**config.mk**
```make
export PLATFORM = sky130hd
export DESIGN_NAME = power_mode_ctrl
export DESIGN_NICKNAME = d
export VERILOG_FILES = /design/src/rtl/pmc_pkg.sv /design/src/rtl/tick_gen.sv /design/src/rtl/power_mode_ctrl.sv
export SDC_FILE = /design/constraint.sdc
export NUM_CORES = 1
export LEC_CHECK = 0
export ABC_CLOCK_PERIOD_IN_PS = 5400
export CORE_MARGIN = 2
export CORE_UTILIZATION = 37
export CTS_BUF_LIST = sky130_fd_sc_hd__clkbuf_8
export DETAILED_ROUTE_END_ITERATION = 6
export GPL_TIMING_DRIVEN = 0
export SLEW_MARGIN = 20
export SYNTH_ARGS = -nofsm -noshare
export SYNTH_HDL_FRONTEND = slang
export SYNTH_SLANG_ARGS = --single-unit
```
**constraint.sdc**
```tcl
create_clock -name sys_clk -period 5.4 [get_ports sys_clk]
set_input_delay 1.08 -clock sys_clk [delete_from_list [all_inputs] [get_ports sys_clk]]
set_output_delay 1.08 -clock sys_clk [all_outputs]
set_load 0.01 [all_outputs]
```
**src/rtl/pmc_pkg.sv**
```systemverilog
// Shared encodings and helpers for the power/mode controller.
package pmc_pkg;

  typedef enum logic [1:0] {
    PS_OFF    = 2'd0,
    PS_ARMING = 2'd1,
    PS_ON     = 2'd2
  } pwr_state_e;

  // Widest mode vector the one-hot helper accepts; narrower vectors are zero-extended.
  localparam int unsigned MAX_MODES = 32;

  function automatic logic is_onehot(input logic [MAX_MODES-1:0] v);
    return (v != '0) && ((v & (v - MAX_MODES'(1))) == '0);
  endfunction

endpackage

```
**src/rtl/tick_gen.sv**
```systemverilog
// Free-running divider producing a one-cycle tick every CLK_HZ/TICK_HZ clocks.
module tick_gen #(
  parameter int unsigned CLK_HZ  = 100_000_000,
  parameter int unsigned TICK_HZ = 100
) (
  input  logic clk,
  input  logic rst_n,
  output logic tick_o
);

  localparam int unsigned     DIV  = CLK_HZ / TICK_HZ;
  localparam int unsigned     CW   = $clog2(DIV);
  localparam logic [CW-1:0]   LAST = CW'(DIV - 1);

  logic [CW-1:0] cnt_q;

  assign tick_o = (cnt_q == LAST);

  always_ff @(posedge clk or negedge rst_n) begin
    if (!rst_n)      cnt_q <= '0;
    else if (tick_o) cnt_q <= '0;
    else             cnt_q <= cnt_q + CW'(1);
  end

endmodule

```
**src/rtl/power_mode_ctrl.sv**
```systemverilog
// Power/mode controller: debounced hold-to-start power FSM with a break-before-make
// one-hot drive-mode arbiter, idle auto-off and fault-forced shutdown.
module power_mode_ctrl
  import pmc_pkg::*;
#(
  parameter int unsigned CLK_HZ         = 100_000_000,
  parameter int unsigned TICK_HZ        = 100,
  parameter int unsigned DEB_TICKS      = 2,
  parameter int unsigned HOLD_ON_TICKS  = 100,
  parameter int unsigned IDLE_OFF_TICKS = 1000,
  parameter int unsigned N_MODES        = 3
) (
  input  logic               sys_clk,
  input  logic               rst_n,
  input  logic               power_on_btn,
  input  logic               power_off_btn,
  input  logic [N_MODES-1:0] mode_sel,
  input  logic               activity,
  input  logic               fault_off,
  output logic               power_on_led,
  output logic [N_MODES-1:0] mode_led,
  output logic [N_MODES-1:0] mode_en,
  output logic [1:0]         pwr_state,
  output logic               mode_chg
);

  localparam int unsigned   NB        = N_MODES + 2;
  localparam int unsigned   DW        = $clog2(DEB_TICKS + 1);
  localparam int unsigned   HW        = $clog2(HOLD_ON_TICKS + 1);
  localparam int unsigned   IW        = (IDLE_OFF_TICKS == 0) ? 1 : $clog2(IDLE_OFF_TICKS + 1);
  localparam logic [DW-1:0] DEB_MAX   = DW'(DEB_TICKS);
  localparam logic [HW-1:0] HOLD_LAST = HW'(HOLD_ON_TICKS - 1);
  localparam logic [IW-1:0] IDLE_MAX  = IW'(IDLE_OFF_TICKS);
  localparam bit            IDLE_EN   = (IDLE_OFF_TICKS != 0);

  logic tick;

  tick_gen #(
    .CLK_HZ (CLK_HZ),
    .TICK_HZ(TICK_HZ)
  ) u_tick_gen (
    .clk   (sys_clk),
    .rst_n (rst_n),
    .tick_o(tick)
  );

  logic [NB-1:0] raw, sync1_q, sync2_q, db;

  assign raw = {mode_sel, power_off_btn, power_on_btn};

  // NOTE: sequential state uses non-blocking assignments so every flop samples pre-edge values.
  always_ff @(posedge sys_clk or negedge rst_n) begin
    if (!rst_n) begin
      sync1_q <= '0;
      sync2_q <= '0;
    end else begin
      sync1_q <= raw;
      sync2_q <= sync1_q;
    end
  end

  // Per-bit debounce: the accepted level follows once DEB_TICKS consecutive tick samples agree.
  for (genvar b = 0; b < NB; b++) begin : g_deb
    logic          samp_q, lvl_q;
    logic [DW-1:0] run_q, run_d;

    always_comb begin
      run_d = DW'(1);
      if (sync2_q[b] == samp_q) run_d = (run_q == DEB_MAX) ? run_q : run_q + DW'(1);
    end

    always_ff @(posedge sys_clk or negedge rst_n) begin
      if (!rst_n) begin
        samp_q <= 1'b0;
        run_q  <= '0;
        lvl_q  <= 1'b0;
      end else if (tick) begin
        samp_q <= sync2_q[b];
        run_q  <= run_d;
        if (run_d == DEB_MAX) lvl_q <= sync2_q[b];
      end
    end

    assign db[b] = lvl_q;
  end

  logic               on_db, off_db, sel_valid;
  logic [N_MODES-1:0] sel_db;

  assign on_db     = db[0];
  assign off_db    = db[1];
  assign sel_db    = db[NB-1:2];
  assign sel_valid = is_onehot(MAX_MODES'(sel_db));

  pwr_state_e         st_q, st_d;
  logic               rearm_q, rearm_d;
  logic [HW-1:0]      hold_q, hold_d;
  logic [IW-1:0]      idle_q, idle_d;
  logic [N_MODES-1:0] mode_q, mode_d, mode_dly_q;

  always_comb begin
    // NOTE: every next-state signal takes its hold value first, so no path can infer a latch.
    st_d    = st_q;
    rearm_d = rearm_q;
    hold_d  = hold_q;
    idle_d  = idle_q;
    mode_d  = mode_q;

    if (activity) idle_d = '0;

    if (fault_off) begin
      st_d = PS_OFF;
    end else if (tick) begin
      case (st_q)
        PS_OFF: begin
          if (!on_db) begin
            rearm_d = 1'b1;
          end else if (!off_db && rearm_q) begin
            st_d   = PS_ARMING;
            hold_d = HW'(1);
          end
        end
        PS_ARMING: begin
          if (!on_db || off_db) begin
            st_d = PS_OFF;
          end else if (hold_q >= HOLD_LAST) begin
            st_d   = PS_ON;
            hold_d = '0;
            idle_d = '0;
          end else begin
            hold_d = hold_q + HW'(1);
          end
        end
        PS_ON: begin
          if (off_db || (IDLE_EN && !activity && idle_q == IDLE_MAX)) begin
            st_d = PS_OFF;
          end else begin
            if (IDLE_EN && !activity && idle_q != IDLE_MAX) idle_d = idle_q + IW'(1);
            // A change between two valid modes passes through all-off for one tick.
            if (!sel_valid)              mode_d = '0;
            else if (mode_q == '0)       mode_d = sel_db;
            else if (sel_db != mode_q)   mode_d = '0;
          end
        end
        default: st_d = PS_OFF;
      endcase
    end

    // Leaving ARMING/ON drops the mode and blocks re-arming until the on button is released.
    if (st_q != PS_OFF && st_d == PS_OFF) begin
      rearm_d = 1'b0;
      mode_d  = '0;
      hold_d  = '0;
      idle_d  = '0;
    end
  end

  always_ff @(posedge sys_clk or negedge rst_n) begin
    if (!rst_n) begin
      st_q       <= PS_OFF;
      rearm_q    <= 1'b1;
      hold_q     <= '0;
      idle_q     <= '0;
      mode_q     <= '0;
      mode_dly_q <= '0;
    end else begin
      st_q       <= st_d;
      rearm_q    <= rearm_d;
      hold_q     <= hold_d;
      idle_q     <= idle_d;
      mode_q     <= mode_d;
      mode_dly_q <= mode_q;
    end
  end

  assign pwr_state    = st_q;
  assign power_on_led = (st_q == PS_ON);
  assign mode_en      = mode_q;
  assign mode_led     = mode_q;
  assign mode_chg     = (mode_q != mode_dly_q);

endmodule

```
After elaboration in Yosys (flattened, before gate mapping)
Cells that the tools add are included.
- bits in registers: 76
- logic and storage cells: 141
- add/subtract/negate cells: 9
- magnitude comparators: 1
- eq/ne operators: 29
- multiplexer cells: 49
- bitwise logic cells: 1
- reductions and logical operators: 28
- operators with widths (kind ; number):
    2-to-1 mux 10 bit ; 8
    2-to-1 mux 7 bit ; 7
    2-to-1 mux 2 bit ; 17
    AND 3 x 32 -> 32 bit ; 1
    zero test 32 bit ; 1
    2-to-1 mux 3 bit ; 8
    equality test 2 bit, second input constant ; 11
    adder 20 x 1 -> 20 bit, second input constant ; 1
    equality test 20 bit, second input constant ; 1
    2-to-1 mux 20 bit ; 1
    one-hot mux 10 bit (2 select lines) ; 1
    one-hot mux 7 bit (2 select lines) ; 1
    adder 10 x 1 -> 10 bit, second input constant ; 1
    adder 2 x 1 -> 2 bit, second input constant ; 5
    equality test 10 bit, second input constant ; 1
    inequality test 10 bit, second input constant ; 1
    AND reduction 2 bit ; 5
    inequality test 3 bit, second input constant ; 3
    nonzero test 2 bit ; 4
    adder 7 x 1 -> 7 bit, second input constant ; 1
    >= comparator 7 bit, second input constant ; 1
    inequality test 2 x 1 -> 1 bit, second input constant ; 3
    inequality test 3 bit ; 2
    one-hot mux 2 bit (3 select lines) ; 1
    14 further kinds ; 31

Depth between registers and ports, before layout
- depth after elaboration: 11
- depth in mapped cells: 9
- gate-level depth less buffers: 9

By module
A second synthesis with hierarchy kept.
- cells, all modules: 425
- area, all modules: 4181.5 um2
- modules (own cells, without submodules) (module ; instances ; cells an instance ; area an instance (um2) ; sequential area each (um2)):
    power_mode_ctrl ; 1 ; 326 ; 3125.5 ; 1402.6
    tick_gen ; 1 ; 99 ; 1056.0 ; 500.5

Worst setup path after synthesis
No wires, ideal clock.
- path kind: reg-to-reg
- from: register st_q[0], in the netlist pwr_state[0]
- to: register mode_q[1], in the netlist mode_en[1]
- setup time: 0.128 ns
- data arrival time: 2.661 ns
- setup slack: 2.612 ns
- cell stages (with the launch flop): 10
- path through: dfrtp_1 -> inv_1 -> ha_1 -> clkbuf_1 -> inv_1 -> or4_1 -> a221o_1 -> a2bb2oi_1 -> a211o_1 -> mux2_1
- cells in the longest elaborated chain, start to end: 9
- RTL lines (item ; line ; source):
    start, declared ; power_mode_ctrl.sv:95 ; pwr_state_e st_q, st_d;
    start signal, assigned ; power_mode_ctrl.sv:167 ; st_q <= st_d;
    2-to-1 mux 2 bit (on tied branches) ; power_mode_ctrl.sv:126, power_mode_ctrl.sv:118 ;
    2-to-1 mux 2 bit (on tied branches) ; power_mode_ctrl.sv:124, power_mode_ctrl.sv:116 ;
    one-hot mux 2 bit (3 select lines) ; power_mode_ctrl.sv:114 ; case (st_q)
    2-to-1 mux 2 bit ; power_mode_ctrl.sv:113 ; end else if (tick) begin
    2-to-1 mux 2 bit ; power_mode_ctrl.sv:111 ; if (fault_off) begin
    zero test 2 bit ; power_mode_ctrl.sv:150 ; if (st_q != PS_OFF && st_d == PS_OFF) begin
    logical AND 1 bit ; power_mode_ctrl.sv:150 ;
    inequality test 4 x 1 -> 1 bit (no line), or another cell as far along ; -- ;
    AND reduction 5 bit (no line) ; -- ;
    end signal, assigned ; power_mode_ctrl.sv:171 ; mode_q <= mode_d;
    end, declared ; power_mode_ctrl.sv:99 ; logic [N_MODES-1:0] mode_q, mode_d, mode_dly_q;
Parallel ways exist; a longest one is shown, timed or not.
A chain may end at the register's enable or synchronous reset.

Worst setup path in the final report
- from: input activity
- to: register hold_q[6]
- cells in the longest elaborated chain, start to end: 11
- RTL lines (item ; line ; source):
    start, declared ; power_mode_ctrl.sv:18 ; input logic activity,
    zero test 1 bit * ; power_mode_ctrl.sv:135 ; if (off_db || (IDLE_EN && !activity && idle_q == IDLE_MAX)) begin
    logical AND 1 bit * ; power_mode_ctrl.sv:135 ;
    logical OR 1 bit * ; power_mode_ctrl.sv:135 ;
    2-to-1 mux 2 bit * ; power_mode_ctrl.sv:135 ;
    one-hot mux 2 bit (3 select lines) * ; power_mode_ctrl.sv:114 ;
    2-to-1 mux 2 bit * ; power_mode_ctrl.sv:113 ;
    2-to-1 mux 2 bit * ; power_mode_ctrl.sv:111 ;
    zero test 2 bit * ; power_mode_ctrl.sv:150 ;
    logical AND 1 bit * ; power_mode_ctrl.sv:150 ;
    inequality test 3 bit (no line), or another cell as far along ; -- ;
    AND reduction 6 bit (no line) ; -- ;
    end signal, assigned ; power_mode_ctrl.sv:169 ; hold_q <= hold_d;
    end, declared ; power_mode_ctrl.sv:97 ; logic [HW-1:0] hold_q, hold_d;
Every way passes the cells marked *; elsewhere a longest branch is shown, timed or not.

==> out/qor.csv <==
stage,metric,value,unit
global_routing,met2_usage,23.24,%
setup_path,crit_type,input port to register,
logic_synthesis,synth-seq-cells,76,
setup_path,crit_arrival,3400,ps
logic_synthesis,syn-instance-count,412,
clocking,postCtsSetupBuffers,0,
clocking,cts_buffers,9,
timing,hold_viol,0,
die,die_w,107.2,um
logic_synthesis,synth-edff-count,0,
clocking,numClockSinks,76,
die,ios,19,
clocking,cts_resized,0,
cells_and_area,layout_common_cells,"dfrtp_1, nand2_1, nor2_1, o21ai_0, inv_1",
setup_path,path_depth,8,
cells_and_area,layout_commonest_cell,dfrtp_1,
outcome,outcome,completed,
route,drtIter0Drc,110,
logic_synthesis,ys.flop_type,dfrtp_1,
global_routing,grt_overflow,0,
run,max_cap_viol_count,0,
logic_synthesis,synth_area,3944,um2
setup_path,required,5640,ps
global_routing,grt_use_met1,20.30,%
timing,finalSetupViolCount,0,
route,ant_nets,0,
clocking,clkLatencyLatePin,350,ps
timing,fin_hold_ws,351.7,ps
global_routing,track_usage,14.99,%
setup_path,crit_path_top_delay_cell,clkdlybuf4s50_1,
clocking,cts_tree,built,
power_and_ir_drop,irDropWorstVdd,0.0001065,V
cells_and_area,areaGrowthSynthToFinish,14.85,%
setup_path,endpoint_kind,register,
logic_synthesis,synthArstFlopShare,100.0,%
power_and_ir_drop,leakagePower,0.002025,uW
hold_path,hold_path_depth,0,
route,dr_total_vias,3083,
cells_and_area,fin_util,43.87,%
timing,setup-tns-final,0,ps
die,rows,37,
route,routed_wl,7908,um
global_routing,grt_pass1_wl,13780,um
route,drc,0,
global_routing,met3_usage,3.647,%
timing,worst_slew_pin_slew,647.6,ps
logic_synthesis,synth_area_per_cell,9.572,um2
timing,rsz0062_at_grt,false,
timing,min_period,3159,ps
timing,maxSlewHeadroom,56.14,%
setup_path,reg2reg_depth,9,
route,wire_per_inst,13.56,um
logic_synthesis,yosysTopAreaCellShare,47.59,%
die,dieArea,11500,um2
global_routing,grt_pass1_vias,2902,
cells_and_area,fillers,984,
logic_synthesis,synth_cell_types,58,
setup_path,path_cells,clkdlybuf4s50_1 -> inv_1 -> nand4b_1 -> a211oi_1 -> a221o_1 -> nand3_1 -> and2_2 -> o32a_1,
clocking,path_clk_slew,80,ps
die,die-height,107.2,um
clocking,clock_tree.buffer_depth,2,
timing,slew_viol_final,0,
global_routing,grt_max_degree,53,
route,dr.pass1.iters,4,
die,fp.coreArea,10320,um2
setup_path,slowest_delay,480,ps
hold_path,hold_path.class,register to register,
clocking,cts-root-buf,clkbuf_8,
cells_and_area,drive_gt1_share,7.383,%
logic_synthesis,yosysSeqAreaShare,48.26,%
setup_path,cp_top_family,compound AO/OA/AOI/OAI gates,
timing,skew,4.230,ps
timing,finalCritPeriodShare,58.50,%
placed_design,numPortBuffers,18,
die,initial_core_util,38.20,%
cells_and_area,nets,464,
global_routing,top_usage_layer,met2,
logic_synthesis,synth.largest_area_cell,dfrtp_1,
global_routing,antenna_found_initial,0,
timing,max_freq,0.3166,GHz
setup_path,path_max_fanout,8,
logic_synthesis,synth_area_leaders,"dfrtp_1, nand2_1, o21ai_0",
logic_synthesis,ys.warnings.count,0,
power_and_ir_drop,power_density,237.9,nW/um2
placed_design,dpl.hpwl,5518,um
setup_path,critical_path.startpoint_type,input port,
logic_synthesis,syn_nets,434,
cells_and_area,num_antenna_cells,0,
placed_design,place_congestion,0.8347,
setup_path,cp_num_buf_inv,2,
clocking,htreeDepth,3,
clocking,ctsHoldBuffers,0,
route,routed_via_density,5.288,
cells by family after synthesis:
family                     Yosys count  synth area share [%]
and+or+nand+nor                    179                 23.95
AOI/OAI and AO/OA                   82                 14.02
DFF                                 76                 48.26
buffers and inverters               36                 3.743
xor gates and xnor gates            24                 5.330
adders and majority gates           13                 4.124
muxes                                2                0.5710
where the power goes:
group / switching [uW] / leakage, uW / total (uW) / internal, uW
combinational: 20.8 / 0.000906 / 39.2 / 18.4
clock: 216 / 0.000102 / 455 / 239
sequential: 6.93 / 0.00102 / 583 / 576
synthesized netlist by cell type, types with 2 or more instances:
cell	n
nand3_1	20
nor4_1	4
a32oi_1	4
nand2_1	53
and4b_1	2
nor4b_1	5
o221ai_1	2
and3_1	13
o21ai_0	33
nor2_1	33
or2_2	2
and2_1	6
inv_1	26
nand3b_1	6
nand4_1	4
or4_1	3
a211oi_1	2
o41ai_1	5
a2bb2oi_1	2
xnor2_1	8
o31ai_1	7
nor3_1	4
nand2b_1	5
and4_1	4
a21oi_1	11
nor2b_1	3
buf_4	3
ha_1	13
dfrtp_1	75
mux2_1	2
nor3b_1	2
a21o_1	2
or3_1	2
a211o_1	2
clkbuf_1	6
xor2_1	16
area by class of cell:
type | count | area, um2 | area share [%]
inverter | 26 | 97.59 | 2.155
tap | 136 | 170.2 | 3.757
clock inverter | 5 | 58.81 | 1.298
buffer | 10 | 50.05 | 1.105
multi-input combinational | 300 | 1893 | 41.80
sequential | 76 | 1903 | 42.02
timing repair buffer | 19 | 205.2 | 4.530
clock buffer | 11 | 151.4 | 3.343
routing by layer:
metal / share of wire, % / routed length [um]
met4: 1.2 / 96
met3: 3.2 / 251
met5: 0 / 0
met1: 49 / 3900
met2: 46 / 3660
worst paths after layout:
path / startpoint / to / slack [ps]
min in group asynchronous: rst_n / hold_q[2] / 630
min reg2reg: sync1_q[4] / sync2_q[4] / 350
max: activity / hold_q[6] / 2240
max reg2reg: pwr_state[0] / mode_en[1] / 2300
min: sync1_q[4] / sync2_q[4] / 350
max in group asynchronous: rst_n / rearm_q / 4150
per-stage QoR:
step / area, um2 / setup WS (ps) / instances / power (uW)
2_1_floorplan: 3944 / 2612 / 412 / 604.6
3_3_place_gp: 4294 / 493.1 / 566 / 632.1
3_5_place_dp: 4319 / 1882 / 567 / 634.8
4_1_cts: 4529 / 2260 / 583 / 1094
5_1_grt: 4529 / 2038 / 583 / 1123
6_report: 4529 / 2241 / 583 / 1077
worst register-to-register path, cell delays in order, from the launching register on:
cell       delay [ps]
dfrtp_1           480
inv_1             170
ha_1              170
clkbuf_1          270
inv_1             230
or4_1             550
a221o_1           450
a2bb2oi_1         180
a211o_1           170
mux2_1            320
sequential cells by signal, summed over array words and instances (netlist names):
name and flops:
u_tick_gen.cnt_q 20, g_deb.run_q 10, idle_q 10, hold_q 7
g_deb.lvl_q 5, g_deb.samp_q 5, sync1_q 5, sync2_q 5
mode_dly_q 3, mode_en 3, pwr_state 2, rearm_q 1
Power figures use the tool's default switching activity.
